$ cat src/rtl/mul_host_pkg.sv
// Shared types and default widths for the multiplier host driver.
package mul_host_pkg;

  localparam int X_WIDTH         = 2;
  localparam int Y_WIDTH         = 2;
  localparam int P_WIDTH         = 4;
  localparam int ERR_COUNT_WIDTH = 8;

  typedef enum logic [1:0] {
    ST_IDLE   = 2'd0,
    ST_SETTLE = 2'd1,
    ST_WAIT   = 2'd2,
    ST_RESP   = 2'd3
  } state_t;

endpackage

$ cat src/rtl/mul_host_timeout_ctr.sv
// Clear/enable counter with terminal-count flag; saturates at LIMIT, never wraps.
module mul_host_timeout_ctr #(
  parameter int LIMIT = 15
) (
  input  logic clk,
  input  logic rst_n,
  input  logic i_clr,
  input  logic i_en,
  output logic o_tc
);

  localparam int CW = $clog2(LIMIT + 1);

  logic [CW-1:0] r_cnt;

  always_ff @(posedge clk or negedge rst_n) begin
    if (!rst_n) begin
      r_cnt <= '0;
    end else if (i_clr) begin
      r_cnt <= '0;
    end else if (i_en && (r_cnt != CW'(LIMIT))) begin
      r_cnt <= r_cnt + 1'b1;
    end
  end

  // tc flags the increment that brings the count to LIMIT.
  assign o_tc = i_en && (r_cnt == CW'(LIMIT - 1));

endmodule

$ cat src/rtl/mul_host_driver.sv
// Host-side driver for a multiplier pin interface: request -> x/y, wait for rdy, return p/s.
// Optional MUL_HOST_CHECK_EN adds a golden product compare with resp_err / err_count.
module mul_host_driver #(
  parameter int X_WIDTH = mul_host_pkg::X_WIDTH,
  parameter int Y_WIDTH = mul_host_pkg::Y_WIDTH,
  parameter int P_WIDTH = mul_host_pkg::P_WIDTH,
  parameter int TIMEOUT = 15
) (
  input  logic               clk,
  input  logic               rst_n,
  input  logic               req_valid,
  output logic               req_ready,
  input  logic [X_WIDTH-1:0] req_x,
  input  logic [Y_WIDTH-1:0] req_y,
  output logic [X_WIDTH-1:0] dut_x,
  output logic [Y_WIDTH-1:0] dut_y,
  input  logic [P_WIDTH-1:0] dut_p,
  input  logic               dut_s,
  input  logic               dut_rdy,
  output logic               resp_valid,
  input  logic               resp_ready,
  output logic [P_WIDTH-1:0] resp_p,
  output logic               resp_s,
`ifdef MUL_HOST_CHECK_EN
  output logic                                     resp_err,
  output logic [mul_host_pkg::ERR_COUNT_WIDTH-1:0] err_count,
`endif
  output logic               resp_timeout
);

  import mul_host_pkg::*;

  state_t             r_state, w_next;
  logic [X_WIDTH-1:0] r_dut_x;
  logic [Y_WIDTH-1:0] r_dut_y;
  logic [P_WIDTH-1:0] r_resp_p;
  logic               r_resp_s;
  logic               r_resp_to;
  logic               w_accept;
  logic               w_ctr_en;
  logic               w_tc;
  logic               w_timeout;

  assign w_accept  = (r_state == ST_IDLE) && req_valid;
  assign w_ctr_en  = (r_state == ST_WAIT) && !dut_rdy;
  // dut_rdy has priority over the terminal count on the same cycle.
  assign w_timeout = w_ctr_en && w_tc;

  mul_host_timeout_ctr #(.LIMIT(TIMEOUT)) u_ctr (
    .clk   (clk),
    .rst_n (rst_n),
    .i_clr (w_accept),
    .i_en  (w_ctr_en),
    .o_tc  (w_tc)
  );

  always_ff @(posedge clk or negedge rst_n) begin
    if (!rst_n) r_state <= ST_IDLE;
    else        r_state <= w_next;
  end

  always_comb begin
    w_next = r_state;
    case (r_state)
      ST_IDLE:   if (req_valid)              w_next = ST_SETTLE;
      ST_SETTLE:                             w_next = ST_WAIT;
      ST_WAIT:   if (dut_rdy || w_timeout)   w_next = ST_RESP;
      ST_RESP:   if (resp_ready)             w_next = ST_IDLE;
      default:                               w_next = ST_IDLE;
    endcase
  end

  always_ff @(posedge clk or negedge rst_n) begin
    if (!rst_n) begin
      r_dut_x   <= '0;
      r_dut_y   <= '0;
      r_resp_p  <= '0;
      r_resp_s  <= 1'b0;
      r_resp_to <= 1'b0;
    end else begin
      if (w_accept) begin
        r_dut_x <= req_x;
        r_dut_y <= req_y;
      end
      if ((r_state == ST_WAIT) && dut_rdy) begin
        r_resp_p  <= dut_p;
        r_resp_s  <= dut_s;
        r_resp_to <= 1'b0;
      end else if (w_timeout) begin
        r_resp_p  <= '0;
        r_resp_s  <= 1'b0;
        r_resp_to <= 1'b1;
      end
    end
  end

`ifdef MUL_HOST_CHECK_EN
  logic [P_WIDTH-1:0]         w_golden;
  logic                       r_resp_err;
  logic [ERR_COUNT_WIDTH-1:0] r_err_cnt;

  assign w_golden = P_WIDTH'(r_dut_x) * P_WIDTH'(r_dut_y);

  always_ff @(posedge clk or negedge rst_n) begin
    if (!rst_n) begin
      r_resp_err <= 1'b0;
      r_err_cnt  <= '0;
    end else begin
      if ((r_state == ST_WAIT) && dut_rdy) r_resp_err <= (dut_p != w_golden);
      else if (w_timeout)                  r_resp_err <= 1'b1;
      if ((r_state == ST_RESP) && resp_ready && r_resp_err && (r_err_cnt != '1))
        r_err_cnt <= r_err_cnt + 1'b1;
    end
  end

  assign resp_err  = r_resp_err;
  assign err_count = r_err_cnt;
`endif

  assign req_ready    = (r_state == ST_IDLE);
  assign resp_valid   = (r_state == ST_RESP);
  assign dut_x        = r_dut_x;
  assign dut_y        = r_dut_y;
  assign resp_p       = r_resp_p;
  assign resp_s       = r_resp_s;
  assign resp_timeout = r_resp_to;

endmodule

$ cat config.mk
export PLATFORM = sky130hd
export DESIGN_NAME = mul_host_driver
export DESIGN_NICKNAME = d
export VERILOG_FILES = /design/src/rtl/mul_host_pkg.sv /design/src/rtl/mul_host_timeout_ctr.sv /design/src/rtl/mul_host_driver.sv
export SDC_FILE = /design/constraint.sdc
export NUM_CORES = 1
export LEC_CHECK = 0
export ABC_AREA = 0
export CAP_MARGIN = 10
export CORE_MARGIN = 3
export CORE_UTILIZATION = 47
export DETAILED_ROUTE_END_ITERATION = 6
export GPL_ROUTABILITY_DRIVEN = 0
export PLACE_DENSITY = 0.79
export SLEW_MARGIN = 25
export SYNTH_ARGS = -nofsm -noshare
export SYNTH_HDL_FRONTEND = slang
export SYNTH_HIERARCHICAL = 1
export SYNTH_SLANG_ARGS = --single-unit
$ cat constraint.sdc
create_clock -name clk -period 4.8 [get_ports clk]
set_clock_uncertainty 0.15 [all_clocks]
set_input_delay 1.2 -clock clk [delete_from_list [all_inputs] [get_ports clk]]
set_output_delay 1.2 -clock clk [all_outputs]
set_load 0.02 [all_outputs]
==> results of run 1 <==
-- placed cells by master (no fill, tap or decap) --
| master | synthesis | routed |
|---|---|---|
| sky130_fd_sc_hd__a221oi_2 | 1 | 1 |
| sky130_fd_sc_hd__nor2b_1 | 2 | 2 |
| sky130_fd_sc_hd__a21oi_1 | 2 | 2 |
| sky130_fd_sc_hd__a211oi_1 | 1 | 1 |
| sky130_fd_sc_hd__and2b_1 | 1 | 1 |
| sky130_fd_sc_hd__ha_1 | 5 | 5 |
| sky130_fd_sc_hd__and2_0 | 1 | 1 |
| sky130_fd_sc_hd__inv_2 | 1 | 1 |
| sky130_fd_sc_hd__nor3_2 | 1 | 1 |
| sky130_fd_sc_hd__dfrtp_1 | 16 | 16 |
| sky130_fd_sc_hd__clkbuf_4 | 0 | 3 |
| sky130_fd_sc_hd__and4b_2 | 1 | 1 |
| sky130_fd_sc_hd__nand2_1 | 1 | 1 |
| sky130_fd_sc_hd__nand4_1 | 1 | 1 |
| sky130_fd_sc_hd__o32a_1 | 1 | 1 |
| sky130_fd_sc_hd__mux2_1 | 1 | 1 |
| sky130_fd_sc_hd__a22o_1 | 5 | 5 |
| sky130_fd_sc_hd__mux2_4 | 2 | 2 |
| sky130_fd_sc_hd__nor3_1 | 1 | 1 |
| sky130_fd_sc_hd__and4_2 | 1 | 1 |
| sky130_fd_sc_hd__o21ai_0 | 1 | 1 |
| sky130_fd_sc_hd__clkdlybuf4s50_1 | 0 | 25 |
| sky130_fd_sc_hd__inv_1 | 6 | 6 |
| sky130_fd_sc_hd__nor2_1 | 5 | 5 |
| sky130_fd_sc_hd__mux2_2 | 4 | 4 |
| sky130_fd_sc_hd__a31oi_4 | 1 | 1 |
-- layout make-up --
type | instances | area [um^2]
Timing Repair Buffer | 25 | 250
Clock buffer | 3 | 22.5
Tap cell | 16 | 20.0
Sequential cell | 16 | 400
Multi-Input combinational cell | 39 | 353
Inverter | 7 | 26.3
Fill cell | 120 | 469
-- state kept, by name (all words and copies together) (netlist names) --
signal / count
resp_p: 4
dut_y: 2
r_state: 2
u_ctr/r_cnt: 4
resp_timeout: 1
dut_x: 2
resp_s: 1
-- per-layer routing --
layer	track usage [%]	wire length, um	vias to the layer above	part of all wire, %
met2	27.1	799	19	50
met4	4.97	9	0	0.56
met1	19.6	715	272	45
met5	0	0	-	0
met3	2.30	77	2	4.8
li1	-	-	281	-
-- worst max-delay path, cell delays in order (launching register included) --
cell and delay (ps):
sky130_fd_sc_hd__dfrtp_1 410, sky130_fd_sc_hd__inv_1 90, sky130_fd_sc_hd__ha_1 230, sky130_fd_sc_hd__clkdlybuf4s50_1 630
-- per-stage QoR --
stage / setup slack [ps] / util (%) / power, W
after floorplan: 2220 / - / 0.000444
after global placement: 1700 / 68.1 / 0.000569
after detailed placement: 1640 / 68.1 / 0.000584
after CTS: 1800 / 69.6 / 0.000652
after global routing: 1740 / 69.6 / 0.000687
final: 1820 / 69.6 / 0.000643
-- Yosys cell counts (2+ instances only) --
cell type	instances	area share, %
sky130_fd_sc_hd__a21oi_1	2	1.3
sky130_fd_sc_hd__a22o_1	5	5.6
sky130_fd_sc_hd__dfrtp_1	16	51
sky130_fd_sc_hd__ha_1	5	8.0
sky130_fd_sc_hd__inv_1	6	2.9
sky130_fd_sc_hd__mux2_2	4	5.7
sky130_fd_sc_hd__mux2_4	2	3.8
sky130_fd_sc_hd__nor2_1	5	2.4
sky130_fd_sc_hd__nor2b_1	2	1.6
-- power breakdown --
| part | leakage, nW | switching (W) | internal, W | total, W |
|---|---|---|---|---|
| sequential | 0.201 | 0.0000394 | 0.000192 | 0.000232 |
| clock | 0.0138 | 0.0000392 | 0.0000291 | 0.0000682 |
| combinational | 0.278 | 0.000162 | 0.000181 | 0.000343 |
| total | 0.493 | 0.000241 | 0.000403 | 0.000643 |
-- kinds of logic after synthesis --
group | share of synthesized area [%]
fa+ha+maj | 7.97
buf+inv | 3.99
flops | 51.0
mux | 11.0
simple gates | 11.6
compound gates | 14.4
-- how the worst min path moves through the flow --
stage / slack (ps) / cells past startpoint / end / start
after floorplan: 350 / 1 / r_state[0] / r_state[0]
after global placement: 340 / 2 / resp_timeout / resp_timeout
after detailed placement: 340 / 2 / resp_timeout / resp_timeout
after CTS: 360 / 2 / resp_timeout / resp_timeout
after global routing: 360 / 2 / resp_timeout / resp_timeout
final: 350 / 1 / resp_p[0] / resp_p[0]
==> flow_results.org, run 1 <==
** Place
- Final HPWL DP :: 1.26 mm
- Placed instance count :: roughly 100
- Placed Area :: 1050 um^2
- Number of port buffers :: 25

** Clock network
- Insertion delay of the later-clocked pin in the worst-skew pair :: 280 ps
- Clk buf depth :: 2
- Clock tree synthesis found a total of 16 sinks.
- Clock tree synthesis inserted a total of 3 buffers.
- Buffers inserted to repair hold after CTS numbered 0.
- Once the clock tree was built, the setup fixing pass inserted 0 buffers.
- TritonCTS built the clock tree.
- CTS built an H-tree with a depth of 1.
- PostCTS Resize Cnt :: 0
- The root buffer cell chosen for the clock tree is sky130_fd_sc_hd__clkbuf_4.
- Register clock-pin slew on the reported worst setup and hold paths :: 90 ps

** Synth
- Number of warning messages in the yosys log :: 6
- Most used DFF post-synth :: sky130_fd_sc_hd__dfrtp_1
- Sequential cells were found to cover 51.0% of the synthesized design area.
- Mapped cell area :: 785 um^2
- Average instance area after synthesis :: roughly 12 um^2
- Post-synth net total :: 82
- After synthesis, the netlist uses 25 different library cells.
- Flip-flop and latch count after synthesis :: 16
- Fraction of registers with async set or reset after synthesis :: 100%
- In the synthesized netlist, the number of instances is 63.
- In this run, synthesis inferred 0 flip-flops with an integrated enable.

** Worst setup path
- Data on the critical path is required at its endpoint by roughly 3500 ps.
- The worst setup path is of the reg2out kind.
- Largest fanout of any net on the critical path :: 4
- Worst setup path start :: r_state[0]
- The worst register-to-register path ends at r_state[1].
- Startpoint of the most critical register-to-register path :: r_state[0]
- CP Capture Point :: req_ready
- Startpoint type of the worst setup path :: flop
- Data arrives at the worst endpoint at 1630 ps.
- Register-to-register setup slack :: 2630 ps
- Depth of the worst register-to-register path :: 7
- Endpoint class of the critical path :: primary output

** Floorplan
- Ports placed on the boundary :: 26
- Core Rows :: 14
- Die Ht :: 46.9 um
- Initial standard-cell utilization of the core :: 50.9%
- The die covers about 2200 um^2.
- Die Span X :: 46.9 um
- Placeable core region :: 1540 um^2

** Cells and area
- The number of antenna diodes in the final layout is 0.
- Area of all placed cells without fillers :: 1070 um^2
- The area growth from synthesis to layout is 36.7%.
- Layout cells sized above 1 :: 16.7%
- Non-Filler Instances :: 106
- In the final design database the tool counted 111 nets.

** Global route
- The initial antenna violation count came to 0.
- Global-route wire length before repair :: 2.38 mm
- Pin count of the biggest net entering global routing :: 17
- For this run, the total global-route usage over all layers was measured as 15.5%.
- Global route overflow :: 0
- Number of global-route vias before repair :: 548

** Power
- Pwr per Cell Area :: 600 nW/um^2
- Worst vdd rail ir drop :: around 0.37 mV
- The analysis attributes to cell leakage a power of 0.493 nW.

** Timing
- After routing, the total negative slack on setup checks comes to 0 ps.
- Rel. slew slack :: 52.7%
- Setup repair after global routing missed its margin :: false
- Max Clock Freq :: 335 MHz
- Number of failing hold endpoints at the final stage :: 0
- Hold Worst Slack :: 353 ps
- The final critical path takes up 62.1% of the cycle.
- The worst path needs around 3000 ps of the cycle, external delays included.
- For the pin with the worst max-slew slack, the measured transition is 707 ps.
- Number of pins exceeding their max-slew limit in the final report :: 0
- Setup violations remaining at the end of the flow were counted as 0.

** Drt
- Via count :: 574
- Routed WL per cell :: 15.1 um
- The detailed router finished its first iteration with 7 violations.
- Before antenna repair, the detailed router went through 4 iterations.
- In this run the remaining antenna-violating nets after routing total 0.
- Final routed wirelength across all metal layers :: 1.60 mm
- Count of unresolved DRC violations after routing :: 0
- Routed via count divided by cell count :: approximately 5.4

** Hold path
- Path category of the worst min-delay check :: reg2reg

** Job
- Number of violations of the max-capacitance limit :: 0

** Status
- Outcome :: finished, final reports clean
Power figures use the tool's default switching activity.
==> inputs of run 2 (changes only) <==
Settings changed: CORE_UTILIZATION 47 to 44, PLACE_DENSITY 0.79 to 0.74.
Clock period 4.8 ns to 2.78 ns, I/O delays scaled along.
==> run 2 against run 1 <==
Against the previous run: wire length is 7.3% lower; final cell count is 8.5% higher; sequential power is 71% higher; register-to-register slack worse by 2000 ps; critical endpoint unchanged; largest power group unchanged; highest routed layer unchanged.
==> flow_results.org, run 2 (synthesis results as in run 1) <==
** Drt
- Final routed wirelength across all metal layers :: 1.49 mm (-7.3%)
- Number of optimization iterations in the first detailed-route pass :: 4 (unchanged)
- The total via count in the routed design was 570 (-0.70%).
- The post-detailed-route DRC marker count was 0 (unchanged).
- Post-detailed-route count of antenna-violating nets :: 0 (unchanged)
- The average wire per standard cell came to 12.9 um (-15%).
- The detail-routed via count per cell is 4.96 (-8.5%).
- Starting DRT DRC Count :: 2 (-5)

** Power
- The static power due to leakage came to 0.497 nW (+0.88%).
- The power density relative to cell area was 1020 nW/um^2 (+70%).
- Design Power :: 0.00111 W (+72%)
- The maximum vdd drop came to 0.554 mV (+50%).

** Worst setup path
- Worst Setup Path Type :: reg2out
- Slowest stage cell, crit path :: sky130_fd_sc_hd__clkdlybuf4s50_1
- The worst setup path is launched from a flop.
- Largest fanout of any net on the critical path :: 4 (unchanged)
- Delay contributed by the slowest stage of the critical path :: 630 ps (about the same)
- The number of buffer and inverter instances along the worst setup path was 2 (unchanged).
- STA classifies the critical path endpoint as a primary output.
- Startpoint of the most critical register-to-register path :: r_state[0]
- Worst EP required :: 1930 ps (-1520 ps)
- The flop-to-flop setup slack came to 620 ps (-2010 ps).
- The worst register-to-register path ends at r_state[1].
- The critical path data arrival time came to 1630 ps (about the same).
- Depth of the worst register-to-register path :: 7 (unchanged)
- Walking the worst path, the cells encountered are inv_1 -> ha_1 -> clkdlybuf4s50_1.
- Family with the most delay on the worst path :: buffers and inverters
- Logic depth of the worst setup path including buffers :: 3 (unchanged)

** Timing
- Timing would allow up to between 400 and 500 MHz.
- The worst hold margin came to 356 ps (+2.90 ps).
- Number of pins exceeding their max-slew limit in the final report :: 0 (unchanged)
- The transition time of the tightest slew-check pin came to 696 ps (-10.8 ps).
- The number of hold-slack violations in the final timing report was 0 (unchanged).
- Setup repair after global routing missed its margin :: false
- The setup TNS after final layout was 0 ps (unchanged).
- Final Cycle Share :: 88.9%
- The tightest slew margin relative to the limit is 53.4% (+0.72 points).
- Subtracting the final worst setup slack from the clock period gives around 2500 ps.
- The final setup violation count came to 0 (unchanged).
- Worst setup slack after layout :: 308 ps (-1510 ps)

** Clock network
- CTS buffer count :: 3 (unchanged)
- The number of hold-repair buffers added at the cts stage was 0 (unchanged).
- Number of buffers inserted by post-CTS setup repair :: 0 (unchanged)
- The register clock-pin slew on the reported worst setup and hold paths came to 90 ps (about the same).
- The number of levels the H-tree was split into is 1 (unchanged).
- The number of clock sinks is 16 (unchanged).
- PostCTS Resize Cnt :: 0 (unchanged)
- Clock tree from TritonCTS :: built
- Clk buf depth :: 2 (unchanged)
- Clock tree synthesis selected as its root buffer the cell sky130_fd_sc_hd__clkbuf_4.
- Insertion delay of the later-clocked pin in the worst-skew pair :: 270 ps (about the same)

** Hold path
- The startpoint identified for the worst hold timing path is resp_timeout.
- For hold timing, the worst endpoint is resp_timeout.
- Path category of the worst min-delay check :: reg2reg
- Hold depth :: 2 (+1)

** Floorplan
- The number of primary I/O pins came to 26 (unchanged).
- Die area :: 2330 um^2 (+5.9%)
- Die Span X :: 48.2 um (+2.9%)
- Placeable core region :: 1590 um^2 (+3.4%)
- Initial standard-cell utilization of the core :: 49.2% (-1.7 points)
- The cell row count came to 14 (unchanged).
- Die Ht :: 48.2 um (+2.9%)

** Global route
- Pin count of the biggest net entering global routing :: 17 (unchanged)
- The total overflow reported by the global router was 0 (unchanged).
- The global-route usage over all layers was 14.6% (-0.91 points).
- The first-pass GRT wire length came to 2.30 mm (-3.2%).
- Antenna violations before repair :: 0 (unchanged)
- Number of global-route vias before repair :: 572 (+4.4%)

** Job
- Number of violations of the max-capacitance limit :: 0 (unchanged)

** Cells and area
- Multi-input logic area :: 353 um^2 (unchanged)
- Number of filler cells placed in the layout :: 124 (+3.3%)
- Commonest non-fill, non-tap cells in the layout :: 25 x sky130_fd_sc_hd__clkdlybuf4s50_1, 16 x sky130_fd_sc_hd__dfrtp_1, 6 x sky130_fd_sc_hd__inv_1
- Growth of design area from synthesis to finish :: 38.9%
- Fin nets :: 112 (+0.90%)
- The library cell used most frequently in the layout, excluding fill and tap cells, is sky130_fd_sc_hd__clkdlybuf4s50_1.
- Sequential cell area :: 400 um^2 (unchanged)
- The number of antenna diodes is 0 (unchanged).
- The final standard cell utilization of the core came to 68.4% (-1.2 points).
- The fraction of final layout cells sized beyond drive strength 1 came to 17.6% (+0.92 points).

** Place
- Number of port buffers :: 25 (unchanged)
- Pre-CTS worst setup slack :: 143 ps (-1500 ps)
- Final HPWL DP :: 1.18 mm (-6.4%)

** Status
- The run finished with clean final reports.
==> run 2: per-stage QoR <==
step | std cells | cell area [um^2]
after global placement | 112 | 1070
after detailed placement | 112 | 1070
after global routing | 115 | 1090
final | 115 | 1090
after CTS | 115 | 1090
after floorplan | 63 | 785
==> run 2: layer usage <==
| metal | vias up | track usage [%] | share of wire, % |
|---|---|---|---|
| met5 | - | 0 | 0 |
| met2 | 14 | 24.5 | 49 |
| met4 | 0 | 6.45 | 0.88 |
| li1 | 278 | - | - |
| met1 | 276 | 17.8 | 45 |
| met3 | 2 | 3.32 | 4.8 |
==> run 2: where the power goes <==
group | leakage [nW] | total [W] | internal, W | switching, W
Combinational | 0.282 | 0.000596 | 0.000317 | 0.000279
Clock | 0.0138 | 0.000116 | 0.0000501 | 0.0000659
Sequential | 0.201 | 0.000397 | 0.000332 | 0.0000652
==> run 2: how the worst max path moves through the flow <==
| stage | from | to |
|---|---|---|
| 2_1_floorplan | dut_rdy | r_state[1] |
| 3_3_place_gp | dut_rdy | r_state[1] |
| 3_5_place_dp | dut_rdy | r_state[1] |
| 4_1_cts | r_state[0] | req_ready |
| 5_1_grt | r_state[0] | req_ready |
| 6_report | r_state[0] | req_ready |
==> run 2: final cells by class <==
| type | count | area share (%) |
|---|---|---|
| Timing Repair Buffer | 26 | 23.7 |
| Inverter | 7 | 2.41 |
| Multi-Input combinational cell | 39 | 32.4 |
| Clock buffer | 3 | 2.07 |
| Sequential cell | 16 | 36.7 |
| Tap cell | 24 | 2.76 |
==> run 2: worst reg2reg max path: cells and delay by family (launching register included) <==
family,cells,cell delay (ps)
AOI/OAI and AO/OA,1,260
buffers and inverters,1,90
adders and majority gates,1,250
and+or+nand+nor,3,560
muxes,1,340
DFF,1,410
==> inputs of run 3 (changes only) <==
Settings changed: ABC_AREA 0 to 1, SLEW_MARGIN 25 to unset, TNS_END_PERCENT set to 10.
==> run 3 against run 2 <==
Against the previous run: utilization rose by 1.7 points; clock power rose by 35%; non-clock buffer count fell by 1; sequential power barely moved; via count rose by 28%; wire length rose by 16%; clock-buffer cell count rose by 1.
==> flow_results.org, run 3 <==
** Place
- Final HPWL DP :: 1.37 mm (+15%)
- The setup slack at placement is 548 ps (+405 ps).
- The number of port buffers was 25 (unchanged).

** Worst setup path
- The largest fanout on the critical path was 4 (unchanged).
- Depth of the worst register-to-register path :: 11 (+4)
- The critical path starts at r_state[0].
- Worst R2R End :: r_state[1]
- Following the worst setup path forward leads to its endpoint at req_ready.
- Data arrival time of the critical path :: 1610 ps (-20 ps)
- The worst setup path is launched from a flop.
- Worst EP required :: 1930 ps (about the same)
- The critical path is of the reg2out type.
- Register-to-register setup slack :: 950 ps (+330 ps)
- The worst register-to-register path begins at r_state[0].
- STA classifies the critical path endpoint as a primary output.

** Drt
- The detail-routed via count per cell was 4.73 (-4.5%).
- Routed WL per cell :: 11.1 um (-14%)
- Post-detailed-route count of antenna-violating nets :: 0 (unchanged)
- The post-detailed-route DRC marker count was 0 (unchanged).
- The DRC marker count from the first detailed-route iteration came to 13 (+11).
- The total via count in the routed design came to 729 (+28%).
- The number of detailed-route iterations in the first pass was 4 (unchanged).
- The aggregate routed wire length is 1.72 mm (+16%).

** Power
- Fraction of power consumed by the clock network :: 13.9% (+3.4 points)
- Combinational fraction of design power :: 50.9% (-2.8 points)
- Net Sw Frac :: 41.5% (+4.5 points)
- Portion of total power attributed to sequential cells :: 35.2% (-0.6 points)
- The power density relative to cell area came to 995 nW/um^2 (-2.2%).
- Worst vdd rail ir drop :: 0.501 mV (-9.6%)
- The switching component of the power came to 0.000467 W (+14%).
- Internal power summed over all cells :: 0.000658 W (-5.9%)
- Leak Pwr :: 0.597 nW (+20%)
- Design Power :: 0.00112 W (+1.4%)

** Clock network
- CTS placed an instance of sky130_fd_sc_hd__clkbuf_4 at the clock tree root.
- The maximum count of clock buffers along a single path came to 2 (unchanged).
- PostCTS Resize Cnt :: 0 (unchanged)
- The clock latency of the later-clocked register in the worst-skew pair was 280 ps (about the same).
- CTS buffer count :: 3 (unchanged)
- Clock tree from TritonCTS :: built
- The number of clock sinks came to 16 (unchanged).
- H-tree levels :: 1 (unchanged)
- CTS Hold Bufs :: 0 (unchanged)
- Register clock-pin slew on the reported worst setup and hold paths :: 100 ps (about the same)
- The post-CTS setup-driven buffer insertion count came to 0 (unchanged).

** Synth
- In the post-synthesis netlist, the cell with the most instances is sky130_fd_sc_hd__nand2_1.
- Average instance area after synthesis :: 8.05 um^2 (-35%)
- Area leader, netlist :: sky130_fd_sc_hd__dfrtp_1
- Top post-synthesis cells by area :: sky130_fd_sc_hd__dfrtp_1 49%, sky130_fd_sc_hd__nand2_1 22%, sky130_fd_sc_hd__ha_1 7.7%
- Count of flip-flops with a built-in enable after synthesis :: 0 (unchanged)
- Number of warning messages in the yosys log :: 6 (unchanged)
- In the synthesized netlist the dominant register cell turns out to be sky130_fd_sc_hd__dfrtp_1.
- The fraction of post-synthesis cell area in the top cell type by area is 49.2% (-1.8 points).
- The synthesized netlist cell count was 101 (+60%).
- Post-synth net total :: 120 (+46%)
- The flip-flop and latch count after synthesis is 16 (unchanged).
- Commonest cells post-synth :: 47 x sky130_fd_sc_hd__nand2_1, 16 x sky130_fd_sc_hd__dfrtp_1, 12 x sky130_fd_sc_hd__inv_1
- Post-synth cell types :: 16 (-36%)
- The total standard cell area after synthesis was 813 um^2 (+3.7%).
- The part of the Yosys area used for sequential elements is 49.2% (-1.8 points).
- Fraction of registers with async set or reset after synthesis :: 100% (unchanged)

** Global route
- The initial antenna violation count was 0 (unchanged).
- The first-pass GRT wire length was 3.29 mm (+43%).
- Global route overflow :: 0 (unchanged)
- The largest net degree at the start of global routing was 17 (unchanged).
- Total routing usage reported by global routing :: 17.4% (+2.8 points)
- The number of global-route vias before repair was 747 (+31%).

** Floorplan
- The core region area came to 1610 um^2 (+1.1%).
- Die Ht :: 49.0 um (+1.6%)
- Ports placed on the boundary :: 26 (unchanged)
- The cell row count came to 14 (unchanged).
- The starting density of the core came to 50.5% (+1.3 points).
- Die Span X :: 49.0 um (+1.6%)
- Die area :: 2400 um^2 (+3.2%)

** Status
- Outcome :: finished, final reports clean

** Timing
- The transition time of the tightest slew-check pin is 725 ps (+29.0 ps).
- Worst setup slack after layout :: 328 ps (+20.5 ps)
- The minimum clock period was 2450 ps (-20.5 ps).
- The final period utilization was 88.2% (-0.74 points).
- Final setup vio count :: 0 (unchanged)
- Max Clock Freq :: 408 MHz (+0.84%)
- Setup repair after global routing missed its margin :: false
- The tightest slew margin relative to the limit is 51.5% (-1.9 points).
- Fin Setup TNS :: 0 ps (unchanged)
- The number of pins exceeding their max-slew limit in the final report is 0 (unchanged).
- The number of hold-slack violations in the final timing report came to 0 (unchanged).

** Job
- Number of violations of the max-capacitance limit :: 0 (unchanged)

** Cells and area
- Fin nets :: 150 (+34%)
- Growth of design area from synthesis to finish :: 38.9% (about the same)
- The fill cell total of the finished layout was 136 (+9.7%).
- Commonest non-fill, non-tap cell in the layout :: sky130_fd_sc_hd__nand2_1
- The top cell types in the final layout, fill and taps aside, are 47 x sky130_fd_sc_hd__nand2_1, 25 x sky130_fd_sc_hd__clkdlybuf4s50_1, 16 x sky130_fd_sc_hd__dfrtp_1.
- Layout cells sized above 1 :: 9.23% (-8.4 points)
- Number of inserted diodes :: 0 (unchanged)

** Hold path
- The tightest min-delay check is of the reg2reg type.
-- run 3: changes by cell type in the layout (fill, tap and decap cells not counted), moves of 2 or more --
| cell | delta |
|---|---|
| sky130_fd_sc_hd__inv_1 | +6 |
| sky130_fd_sc_hd__nand2_1 | +46 |
| sky130_fd_sc_hd__a21oi_1 | -2 |
| sky130_fd_sc_hd__a22o_1 | -4 |
| sky130_fd_sc_hd__nor2_1 | -3 |
| sky130_fd_sc_hd__mux2_4 | -2 |
| sky130_fd_sc_hd__nand3_2 | +2 |
| sky130_fd_sc_hd__nor2b_1 | -2 |
| sky130_fd_sc_hd__nand4_1 | +3 |
| sky130_fd_sc_hd__nand3_1 | +4 |
| sky130_fd_sc_hd__mux2_2 | -4 |
-- run 3: worst max-delay path, cell delays in order, from the launching register on --
cell and delay (ps):
sky130_fd_sc_hd__dfrtp_1 410, sky130_fd_sc_hd__inv_1 90, sky130_fd_sc_hd__ha_1 210, sky130_fd_sc_hd__clkdlybuf4s50_1 620
-- run 3: through the flow --
step           cell area (um^2)  cells  utilization [%]  hold WS, ps
2_1_floorplan               813    101                -          249
3_3_place_gp               1090    150             67.9          304
3_5_place_dp               1090    150             67.9          309
4_1_cts                    1130    154             70.1          334
5_1_grt                    1130    154             70.1          371
6_report                   1130    154             70.1          329
-- run 3: area by class of cell --
cell class	instances	area (um^2)	area share [%]
repair buffers	25	250	22.1
inverters	15	57.6	5.09
well taps	24	30.0	2.66
clock buffers	4	36.3	3.21
flip-flops and latches	16	400	35.4
multi-input cells	70	355	31.5
-- run 3: how the worst min path moves through the flow --
stage | from | depth (start not counted) | end | slack (ps)
2_1_floorplan | rst_n | 0 | dut_x[0] | 250
3_3_place_gp | resp_p[0] | 2 | resp_p[0] | 300
3_5_place_dp | resp_p[0] | 2 | resp_p[0] | 310
4_1_cts | resp_p[0] | 2 | resp_p[0] | 330
5_1_grt | resp_p[1] | 2 | resp_p[1] | 370
6_report | resp_p[0] | 2 | resp_p[0] | 330
-- run 3: logic make-up (layout without fill, tap and decap cells) --
family | count (synthesis) | in the layout | synth area share [%]
xor+xnor | 1 | 1 | 1.08
simple gates | 61 | 61 | 32.2
flops | 16 | 16 | 49.2
buf+inv | 15 | 44 | 7.08
fa+ha+maj | 5 | 5 | 7.69
compound gates | 3 | 3 | 2.77
-- run 3: routing by layer --
metal,up-vias,track usage (%),part of all wire (%)
met1,333,22.2,44
met3,2,5.20,6.5
met2,26,28.1,49
li1,368,-,-
met4,0,5.69,0.58
met5,-,0,0
-- run 3: power by group through the flow --
stage          combinational, W  clock [W]  sequential [W]
2_1_floorplan          0.000277          0        0.000464
3_3_place_gp           0.000565          0        0.000397
3_5_place_dp           0.000578          0        0.000399
4_1_cts                0.000580   0.000160        0.000395
5_1_grt                0.000644   0.000180        0.000411
6_report               0.000572   0.000157        0.000395
